[src/rtl/rv_boot_loader.sv]
// rv_boot_loader: loads a framed little-endian byte image into imem/dmem, then runs the core until halt or timeout.
// Build option LOADER_CHECKSUM_EN adds a one-byte trailer checksum (CSUM state, err flag).
//
// state  | meaning
// IDLE   | waiting for start, core held in reset
// HDR    | collecting the 4-byte word count
// LOAD   | collecting payload words and issuing memory writes
// CSUM   | collecting the trailer byte (checksum build only)
// RUN    | core released, cycle counter running
// DONE   | finished (done/timeout/err), core held in reset

module rv_boot_loader #(
   parameter int          ADDR_BITS      = 16,
   parameter int unsigned TIMEOUT_CYCLES = 50000
) (
   input  logic                 CLOCK,
   input  logic                 RESET,
   input  logic                 start,
   input  logic                 rx_valid,
   input  logic [7:0]           rx_data,
   output logic                 rx_ready,
   output logic                 imem_we,
   output logic [ADDR_BITS-1:0] imem_waddr,
   output logic [31:0]          imem_wdata,
   input  logic                 core_dmem_we,
   input  logic [ADDR_BITS-1:0] core_dmem_waddr,
   input  logic [31:0]          core_dmem_wdata,
   output logic                 dmem_we,
   output logic [ADDR_BITS-1:0] dmem_waddr,
   output logic [31:0]          dmem_wdata,
   input  logic                 core_halt,
   output logic                 core_reset,
   output logic                 busy,
   output logic                 done,
   output logic                 timeout,
   output logic                 err,
   output logic [31:0]          cycles
);

   typedef enum logic [2:0] {
      S_IDLE,
      S_HDR,
      S_LOAD,
`ifdef LOADER_CHECKSUM_EN
      S_CSUM,
`endif
      S_RUN,
      S_DONE
   } state_t;

`ifdef LOADER_CHECKSUM_EN
   localparam state_t S_POST = S_CSUM;
`else
   localparam state_t S_POST = S_RUN;
`endif

   state_t               state_q, state_d;
   logic [1:0]           byte_cnt_q, byte_cnt_d;
   logic [31:0]          word_q, word_d;
   logic [31:0]          n_q, n_d;
   logic [31:0]          k_q, k_d;
   logic                 imem_we_q, imem_we_d;
   logic [ADDR_BITS-1:0] imem_waddr_q, imem_waddr_d;
   logic [31:0]          imem_wdata_q, imem_wdata_d;
   logic                 ld_dmem_we_q, ld_dmem_we_d;
   logic [ADDR_BITS-1:0] ld_dmem_waddr_q, ld_dmem_waddr_d;
   logic [31:0]          ld_dmem_wdata_q, ld_dmem_wdata_d;
   logic                 done_q, done_d;
   logic                 timeout_q, timeout_d;
   logic [31:0]          cycles_q, cycles_d;
   logic                 core_reset_q, core_reset_d;
`ifdef LOADER_CHECKSUM_EN
   logic [7:0]           csum_q, csum_d;
   logic                 err_q, err_d;
`endif

   logic        accept;
   logic [31:0] asm_word;
   logic [31:0] k_hi;
   logic        sel_core;

   assign rx_ready = (state_q == S_HDR) || (state_q == S_LOAD)
`ifdef LOADER_CHECKSUM_EN
                     || (state_q == S_CSUM)
`endif
                     ;
   assign accept   = rx_valid && rx_ready;
   assign asm_word = {rx_data, word_q[31:8]};
   assign k_hi     = k_q >> (ADDR_BITS + 1);

   always_comb begin
      state_d         = state_q;
      byte_cnt_d      = byte_cnt_q;
      word_d          = word_q;
      n_d             = n_q;
      k_d             = k_q;
      imem_we_d       = 1'b0;
      imem_waddr_d    = imem_waddr_q;
      imem_wdata_d    = imem_wdata_q;
      ld_dmem_we_d    = 1'b0;
      ld_dmem_waddr_d = ld_dmem_waddr_q;
      ld_dmem_wdata_d = ld_dmem_wdata_q;
      done_d          = done_q;
      timeout_d       = timeout_q;
      cycles_d        = cycles_q;
`ifdef LOADER_CHECKSUM_EN
      csum_d          = csum_q;
      err_d           = err_q;
      if (accept && (state_q == S_HDR || state_q == S_LOAD))
         csum_d = csum_q + rx_data;
`endif
      case (state_q)
         S_IDLE, S_DONE: begin
            if (start) begin
               state_d    = S_HDR;
               byte_cnt_d = 2'd0;
               word_d     = 32'd0;
               k_d        = 32'd0;
               done_d     = 1'b0;
               timeout_d  = 1'b0;
`ifdef LOADER_CHECKSUM_EN
               csum_d     = 8'd0;
               err_d      = 1'b0;
`endif
            end
         end
         S_HDR: begin
            if (accept) begin
               byte_cnt_d = byte_cnt_q + 2'd1;
               word_d     = asm_word;
               if (byte_cnt_q == 2'd3) begin
                  n_d     = asm_word;
                  state_d = (asm_word == 32'd0) ? S_POST : S_LOAD;
               end
            end
         end
         S_LOAD: begin
            if (accept) begin
               byte_cnt_d = byte_cnt_q + 2'd1;
               word_d     = asm_word;
               if (byte_cnt_q == 2'd3) begin
                  // Words beyond the dmem window are consumed silently.
                  if (k_hi == 32'd0) begin
                     if (k_q[ADDR_BITS]) begin
                        ld_dmem_we_d    = 1'b1;
                        ld_dmem_waddr_d = k_q[ADDR_BITS-1:0];
                        ld_dmem_wdata_d = asm_word;
                     end else begin
                        imem_we_d    = 1'b1;
                        imem_waddr_d = k_q[ADDR_BITS-1:0];
                        imem_wdata_d = asm_word;
                     end
                  end
                  k_d = k_q + 32'd1;
                  if (k_q == n_q - 32'd1)
                     state_d = S_POST;
               end
            end
         end
`ifdef LOADER_CHECKSUM_EN
         S_CSUM: begin
            if (accept) begin
               if (8'(csum_q + rx_data) == 8'd0) begin
                  state_d = S_RUN;
               end else begin
                  state_d = S_DONE;
                  err_d   = 1'b1;
               end
            end
         end
`endif
         S_RUN: begin
            if (core_halt) begin
               state_d = S_DONE;
               done_d  = 1'b1;
            end else if (TIMEOUT_CYCLES != 0 && cycles_q == 32'(TIMEOUT_CYCLES)) begin
               state_d   = S_DONE;
               timeout_d = 1'b1;
            end else if (cycles_q != 32'hFFFF_FFFF) begin
               cycles_d = cycles_q + 32'd1;
            end
         end
         default: state_d = S_IDLE;
      endcase
      if (state_d == S_RUN && state_q != S_RUN)
         cycles_d = 32'd0;
      // Release lags RUN entry by one cycle so the final write lands first.
      core_reset_d = !(state_q == S_RUN && state_d == S_RUN);
   end

   always_ff @(posedge CLOCK) begin
      if (!RESET) begin
         state_q         <= S_IDLE;
         byte_cnt_q      <= 2'd0;
         word_q          <= 32'd0;
         n_q             <= 32'd0;
         k_q             <= 32'd0;
         imem_we_q       <= 1'b0;
         imem_waddr_q    <= '0;
         imem_wdata_q    <= 32'd0;
         ld_dmem_we_q    <= 1'b0;
         ld_dmem_waddr_q <= '0;
         ld_dmem_wdata_q <= 32'd0;
         done_q          <= 1'b0;
         timeout_q       <= 1'b0;
         cycles_q        <= 32'd0;
         core_reset_q    <= 1'b1;
`ifdef LOADER_CHECKSUM_EN
         csum_q          <= 8'd0;
         err_q           <= 1'b0;
`endif
      end else begin
         state_q         <= state_d;
         byte_cnt_q      <= byte_cnt_d;
         word_q          <= word_d;
         n_q             <= n_d;
         k_q             <= k_d;
         imem_we_q       <= imem_we_d;
         imem_waddr_q    <= imem_waddr_d;
         imem_wdata_q    <= imem_wdata_d;
         ld_dmem_we_q    <= ld_dmem_we_d;
         ld_dmem_waddr_q <= ld_dmem_waddr_d;
         ld_dmem_wdata_q <= ld_dmem_wdata_d;
         done_q          <= done_d;
         timeout_q       <= timeout_d;
         cycles_q        <= cycles_d;
         core_reset_q    <= core_reset_d;
`ifdef LOADER_CHECKSUM_EN
         csum_q          <= csum_d;
         err_q           <= err_d;
`endif
      end
   end

   // The core owns dmem only once it is actually out of reset.
   assign sel_core   = (state_q == S_RUN) && !core_reset_q;
   assign dmem_we    = sel_core ? core_dmem_we    : ld_dmem_we_q;
   assign dmem_waddr = sel_core ? core_dmem_waddr : ld_dmem_waddr_q;
   assign dmem_wdata = sel_core ? core_dmem_wdata : ld_dmem_wdata_q;

   assign imem_we    = imem_we_q;
   assign imem_waddr = imem_waddr_q;
   assign imem_wdata = imem_wdata_q;
   assign core_reset = core_reset_q;
   assign busy       = (state_q != S_IDLE) && (state_q != S_DONE);
   assign done       = done_q;
   assign timeout    = timeout_q;
   assign cycles     = cycles_q;
`ifdef LOADER_CHECKSUM_EN
   assign err        = err_q;
`else
   assign err        = 1'b0;
`endif

endmodule

[config.mk]
export PLATFORM = sky130hd
export DESIGN_NAME = rv_boot_loader
export DESIGN_NICKNAME = d
export VERILOG_FILES = /design/src/rtl/rv_boot_loader.sv
export SDC_FILE = /design/constraint.sdc
export NUM_CORES = 1
export LEC_CHECK = 0
export ABC_AREA = 0
export CAP_MARGIN = 20
export CELL_PAD_IN_SITES_DETAIL_PLACEMENT = 2
export CELL_PAD_IN_SITES_GLOBAL_PLACEMENT = 2
export CORE_MARGIN = 2
export CORE_UTILIZATION = 31
export DETAILED_ROUTE_END_ITERATION = 8
export PLACE_DENSITY = 0.82
export SYNTH_ARGS = -nofsm -noshare
export SYNTH_HDL_FRONTEND = slang
export SYNTH_SLANG_ARGS = --single-unit
[constraint.sdc]
create_clock -name CLOCK -period 4.1 [get_ports CLOCK]
set_clock_uncertainty 0.05 [all_clocks]
set_input_delay 0.615 -clock CLOCK [delete_from_list [all_inputs] [get_ports CLOCK]]
set_output_delay 0.615 -clock CLOCK [all_outputs]
set_load 0.05 [all_outputs]
Yosys cells after proc, flatten, opt, wreduce, memory -nomap -nowiden
Index checks and enable logic that the tools add are counted.
W data, S select, Z words.
- logic and storage cells: 98
- bits in read-only memories: 0
- latch bits: 0
- bits of input ports: 62
- output and inout port bits: 136
- register bits after elaboration: 234
- memories kept: 0
- bits in writable memories: 0
- shifts and indexed selects: 0
- $add $sub $neg: 4
- bitwise operators: 4
- equality and inequality tests: 18
- reduce and logical (&&, ||, !) cells: 27
- multiplexer cells: 30
- div/mod/pow operators: 0
- order comparisons: 0
- multiply operators: 0
- operator list (operator ; count):
    $mux W32 ; 5
    $pmux W32 S2 ; 2
    $add A32 B1 Y32 const B ; 2
    $logic_not A32 Y1 ; 2
    $eq A32 B16 Y1 const B ; 1
    $eq A32 B32 Y1 ; 1
    $ne A32 B32 Y1 const B ; 1
    $sub A32 B1 Y32 const B ; 1
    $mux W3 ; 8
    $mux W16 ; 1
    $reduce_and A5 Y1 ; 3
    $pmux W3 S4 ; 1
    $reduce_and A4 Y1 ; 3
    $ne A2 B2 Y1 const B ; 5
    $eq A3 B2 Y1 const B ; 3
    $reduce_and A3 Y1 ; 3
    $mux W1 ; 8
    $reduce_bool A2 Y1 ; 3
    $reduce_or A2 Y1 ; 3
    $logic_and A1 B1 Y1 ; 5
    $mux W2 ; 2
    $ne A2 B1 Y1 const B ; 2
    $not A1 Y1 ; 4
    $pmux W1 S2 ; 2
    other kinds (11) ; 12

Longest topological paths before layout
- depth after elaboration: 9
- gate-level depth with buffers: 12
- depth with buffers taken out: 9

Worst setup path after synthesis
OpenSTA, ideal clock, no wires.
- kind: register to register
- start point: reg n_q[8]
- end point: reg cycles_q[23] (netlist: cycles[23])
- path buffers: 3
- data required time: 3.923 ns
- clock period less this slack: 3.277 ns
- data arrival time: 3.100 ns
- setup slack: 0.823 ns
- stages on the path, launching flop included: 11
- setup time: 0.127 ns
- cell sequence: dfxtp_1 buf_6 or4_4 or4_4 buf_6 o31ai_2 o2111ai_1 a2111o_1 nor4_4 buf_6 o22ai_2
- word-level cells in the longest chain between the ends: 9
- ends and longest elaborated chain (element ; RTL line ; text):
    start: declaration ; 60 ; logic [31:0] n_q, n_d;
    start signal: assignment ; 216 ; n_q <= n_d;
    $sub A32 B1 Y32 ; 155 ; if (k_q == n_q - 32'd1)
    $eq A32 B32 Y1 ; 155 ;
    $mux W3 ; 155 ;
    $mux W3 ; 141 ; if (byte_cnt_q == 2'd3) begin
    $mux W3 ; 138 ; if (accept) begin
    $pmux W3 S4 ; 112 ; case (state_q)
    $eq A3 B2 Y1 ; 185 ; if (state_d == S_RUN && state_q != S_RUN)
    $logic_and A1 B1 Y1 ; 185 ;
    $reduce_or A2 Y1 (no source line) ; - ;
    end signal: assignment ; 226 ; cycles_q <= cycles_d;
    end: declaration ; 70 ; logic [31:0] cycles_q, cycles_d;
Every way passes these cells.
A chain may end at the register's enable or synchronous reset.

Final worst setup path
- start point: reg state_q[0]
- end point: out dmem_waddr[13]
- word-level cells in the longest chain between the ends: 3
- ends and longest elaborated chain (element ; RTL line ; text):
    start: declaration ; 57 ; state_t state_q, state_d;
    start signal: assignment ; 213 ; state_q <= state_d;
    $eq A3 B2 Y1 ; 236 ; assign sel_core = (state_q == S_RUN) && !core_reset_q;
    $logic_and A1 B1 Y1 ; 236 ;
    $mux W16 ; 238 ; assign dmem_waddr = sel_core ? core_dmem_waddr : ld_dmem_waddr_q;
    end: declaration ; 29 ; output logic [ADDR_BITS-1:0] dmem_waddr,
Every way passes these cells.

==> run summary <==
Worst-Margin Slew: 0.937 ns
Routed WL: 44.4 mm
Sequential power share: 0.439
First-pass GRT wire length: 70.3 mm
Yosys warning total: 0
ANT cells: 0
CTS Buffer Depth: 3
Gpl congestion: 0.861
Synth Net Count: 1518
Area leader, netlist: dfxtp_1
Critical Path, Cell by Cell: nand3b_1 > nor2_4 > buf_4 > mux2_2 > clkdlybuf4s50_1
Power Density: 342 mW/mm2
Post-Syn Instances: 1451
H-Tree Depth: 1
Slowest cell delay on critical path: 0.71 ns
Number of synthesized flops with an enable pin: 0
HP Class: flop to flop
Max stage delay cell, worst path: clkdlybuf4s50_1
Final WS setup: 0.321 ns
Largest net degree at the start of global routing: 162
Router iterations before antenna repair: 5
Setup_tns: 0 ns
Avg Inst Size Synth: 7.86 um2
Sequential element share of the synthesized area: 0.396
Seq cells post-synth: 226
Asr flop ratio synth: 0
FMAX: 265 MHz
Post-route clock period utilization: 0.922
Leakage: 0.00487 uW
Placed Area: 0.0138 mm2
Finished Cell Area: 0.0148 mm2
Core Box Area: 0.0364 mm2
Top delay family on crit path: buffers and inverters
Slew Limit Fails: 0
Sw frac: 0.224
Share of cells above drive strength 1: 0.115
Total congestion overflow: 0
Number of remaining DRC errors: 0
Final ANT Viol Nets: 0
Clk sink count: 226
Synth top area share: 0.396
Post-synthesis cell area: 0.0114 mm2
Ys flop type: dfxtp_1
Area Growth Syn to Fin: 29.5%
Drt initial violations: 583
WL per Instance: 21.4 um
Max_slew headroom: 0.374
Final Setup Violations: 0
Worst path buffer plus inverter count: 2
DIE AREA: 0.0384 mm2
Dpl ws: 0.533 ns
Post-CTS Repair Setup Buffers: 0
Root Driver: clkbuf_16
Psw: 1130 uW
Die H: 196 um
Worst vdd ir: 0.000300 V
CP endpoint kind: primary output
RSZ-0062 raised after global routing: no
Clk_lat worst skew: 0.56 ns
Site Rows: 70
Fillcell total: 4112
Antenna violations before repair: 0
CTS resizes: 0
Final Hold Fails: 0
Clk network pwr share: 0.523
Reg clk slew, reported paths: 0.06 ns
DP Wirelength: 30.3 mm
Max-cap viol count: 0
Buffers on Ports: 196
Synth area leaders: dfxtp_1 40%, nand2_1 12%, a21oi_1 7.1%
Worst setup SP type: flop
Synth cell types: 68
Via count: 11369
Total track usage: 0.227
Crit path DAT: 3.11 ns
CTS tree: yes
Overall Power: 5050 uW
CTS Buf Count: 27
Register-to-register setup slack: 0.40 ns
Comb pwr share: 0.039
Nets: 1658
Vias per inst: 5.47
Initial Utilization: 0.313
Pint: 3920 uW
Worst Path Required: 3.43 ns
Status: finished, final reports clean
Critical path class: flop to primary output
I/O pin count: 198
Tmin final: 3.78 ns
Vias in the first global route: 12229
CP Max Fanout: 49
Hold-fix buffers, CTS: 0
Overall die width: 196 um
==> synthesized netlist by cell type (3+ instances only) <==
| cell | n |
|---|---|
| a211oi_1 | 4 |
| a21boi_0 | 4 |
| a21oi_1 | 163 |
| a31oi_1 | 3 |
| and2_1 | 3 |
| and3_1 | 9 |
| and4_1 | 9 |
| buf_1 | 7 |
| buf_2 | 5 |
| buf_6 | 5 |
| clkbuf_1 | 93 |
| dfxtp_1 | 226 |
| ha_1 | 5 |
| inv_1 | 24 |
| mux2_2 | 52 |
| nand2_1 | 358 |
| nand2b_1 | 4 |
| nand3_1 | 67 |
| nand4_1 | 29 |
| nand4b_1 | 3 |
| nor2_1 | 69 |
| nor2b_1 | 4 |
| nor3_1 | 32 |
| nor3b_1 | 4 |
| nor4_1 | 37 |
| nor4_2 | 3 |
| nor4b_1 | 5 |
| o211ai_1 | 4 |
| o21a_1 | 6 |
| o21ai_0 | 23 |
| o22ai_1 | 3 |
| o22ai_2 | 30 |
| o2bb2ai_1 | 3 |
| o31a_1 | 5 |
| or2_2 | 8 |
| or3_1 | 10 |
| or4_1 | 5 |
| or4b_2 | 3 |
| xnor2_1 | 61 |
| xor2_1 | 28 |
==> cell families (layout without fill, tap and decap cells) <==
logic type | after synthesis | after routing | synth area share
compound gates | 269 | 269 | 0.153
xor+xnor | 89 | 89 | 0.0683
fa+ha+maj | 5 | 5 | 0.00548
buf+inv | 136 | 296 | 0.0489
flops | 226 | 226 | 0.396
mux | 54 | 54 | 0.0531
other cells | 1 | 1 | 0.000329
simple gates | 671 | 671 | 0.274
==> placed cells by master, fill, tap and decap left out, types with 4 or more instances in the layout <==
| cell type | count |
|---|---|
| nand2_1 | 358 |
| dfxtp_1 | 226 |
| clkdlybuf4s50_1 | 196 |
| a21oi_1 | 161 |
| nand3_1 | 67 |
| nor2_1 | 67 |
| xnor2_1 | 61 |
| mux2_2 | 52 |
| nor4_1 | 35 |
| nor3_1 | 31 |
| o22ai_2 | 30 |
| nand4_1 | 29 |
| xor2_1 | 28 |
| clkbuf_16 | 27 |
| inv_1 | 24 |
| o21ai_0 | 23 |
| buf_4 | 22 |
| or3_1 | 10 |
| and3_1 | 9 |
| and4_1 | 9 |
| or2_2 | 8 |
| o21a_1 | 6 |
| clkbuf_8 | 6 |
| clkbuf_1 | 6 |
| nor4_2 | 5 |
| nor4b_1 | 5 |
| o31a_1 | 5 |
| ha_1 | 5 |
| bufinv_16 | 5 |
| nor3b_1 | 4 |
| or4_1 | 4 |
| nor2b_1 | 4 |
| nand2b_1 | 4 |
| a21boi_0 | 4 |
| o211ai_1 | 4 |
==> power groups by stage <==
| stage | Sequential, uW | Combinational (uW) | Clock [uW] |
|---|---|---|---|
| floorplan | 2250 | 84.9 | 0 |
| CTS | 2210 | 195 | 2680 |
| detailed placement | 2260 | 194 | 0 |
| finish | 2210 | 195 | 2640 |
| global route | 2210 | 208 | 2780 |
| global placement | 2260 | 190 | 0 |
==> stage by stage <==
step / hold WS (ns) / std cells / util
global placement: 0.388 / 2028 / 0.377
detailed placement: 0.395 / 2028 / 0.377
finish: 0.402 / 2079 / 0.405
global route: 0.425 / 2079 / 0.405
floorplan: 0.379 / 1451 / -
CTS: 0.403 / 2077 / 0.404
==> tightest hold or removal path, delay by kind of cell (launching register included) <==
kind | cells | cell delay [ns]
flip-flops | 1 | 0.31
AND/OR/NAND/NOR | 1 | 0.05
AO/OA/AOI/OAI | 1 | 0.05
==> registers in the layout (all words and copies together), names as in the netlist <==
register / cells
ld_dmem_waddr_q: 16
byte_cnt_q: 2
cycles: 32
word_q: 24
state_q: 3
timeout: 1
ld_dmem_we_q: 1
k_q: 32
ld_dmem_wdata_q: 32
n_q: 32
imem_waddr: 16
done: 1
imem_wdata: 32
core_reset: 1
imem_we: 1
==> metal layers <==
layer,wire [um],track usage,up-vias
met5,0,0,-
met4,766,0.0477,0
met3,1590,0.0296,47
met2,21800,0.395,222
met1,20200,0.300,5802
li1,-,-,5298
==> cell type report <==
class                           count  area [um2]  area share
Clock inverter                     10         193      0.0130
Multi-Input combinational cell   1089        6380       0.432
Timing Repair Buffer              222        2210       0.150
Sequential cell                   226        4520       0.306
Clock buffer                       39         781      0.0529
Inverter                           25        96.3     0.00652
Tap cell                          468         586      0.0396
==> final timing paths <==
path                                       to  depth (start not counted)                        startpoint
max                            dmem_waddr[13]                          5             state_q[0]$_SDFF_PN0_
max reg2reg           cycles[11]$_SDFFE_PP0P_                          9               n_q[0]$_SDFFE_PN0P_
min reg2reg  ld_dmem_waddr_q[13]$_SDFFE_PN0P_                          2  ld_dmem_waddr_q[13]$_SDFFE_PN0P_
min          ld_dmem_waddr_q[13]$_SDFFE_PN0P_                          2  ld_dmem_waddr_q[13]$_SDFFE_PN0P_
No activity file was read; power rests on OpenSTA's default activity.
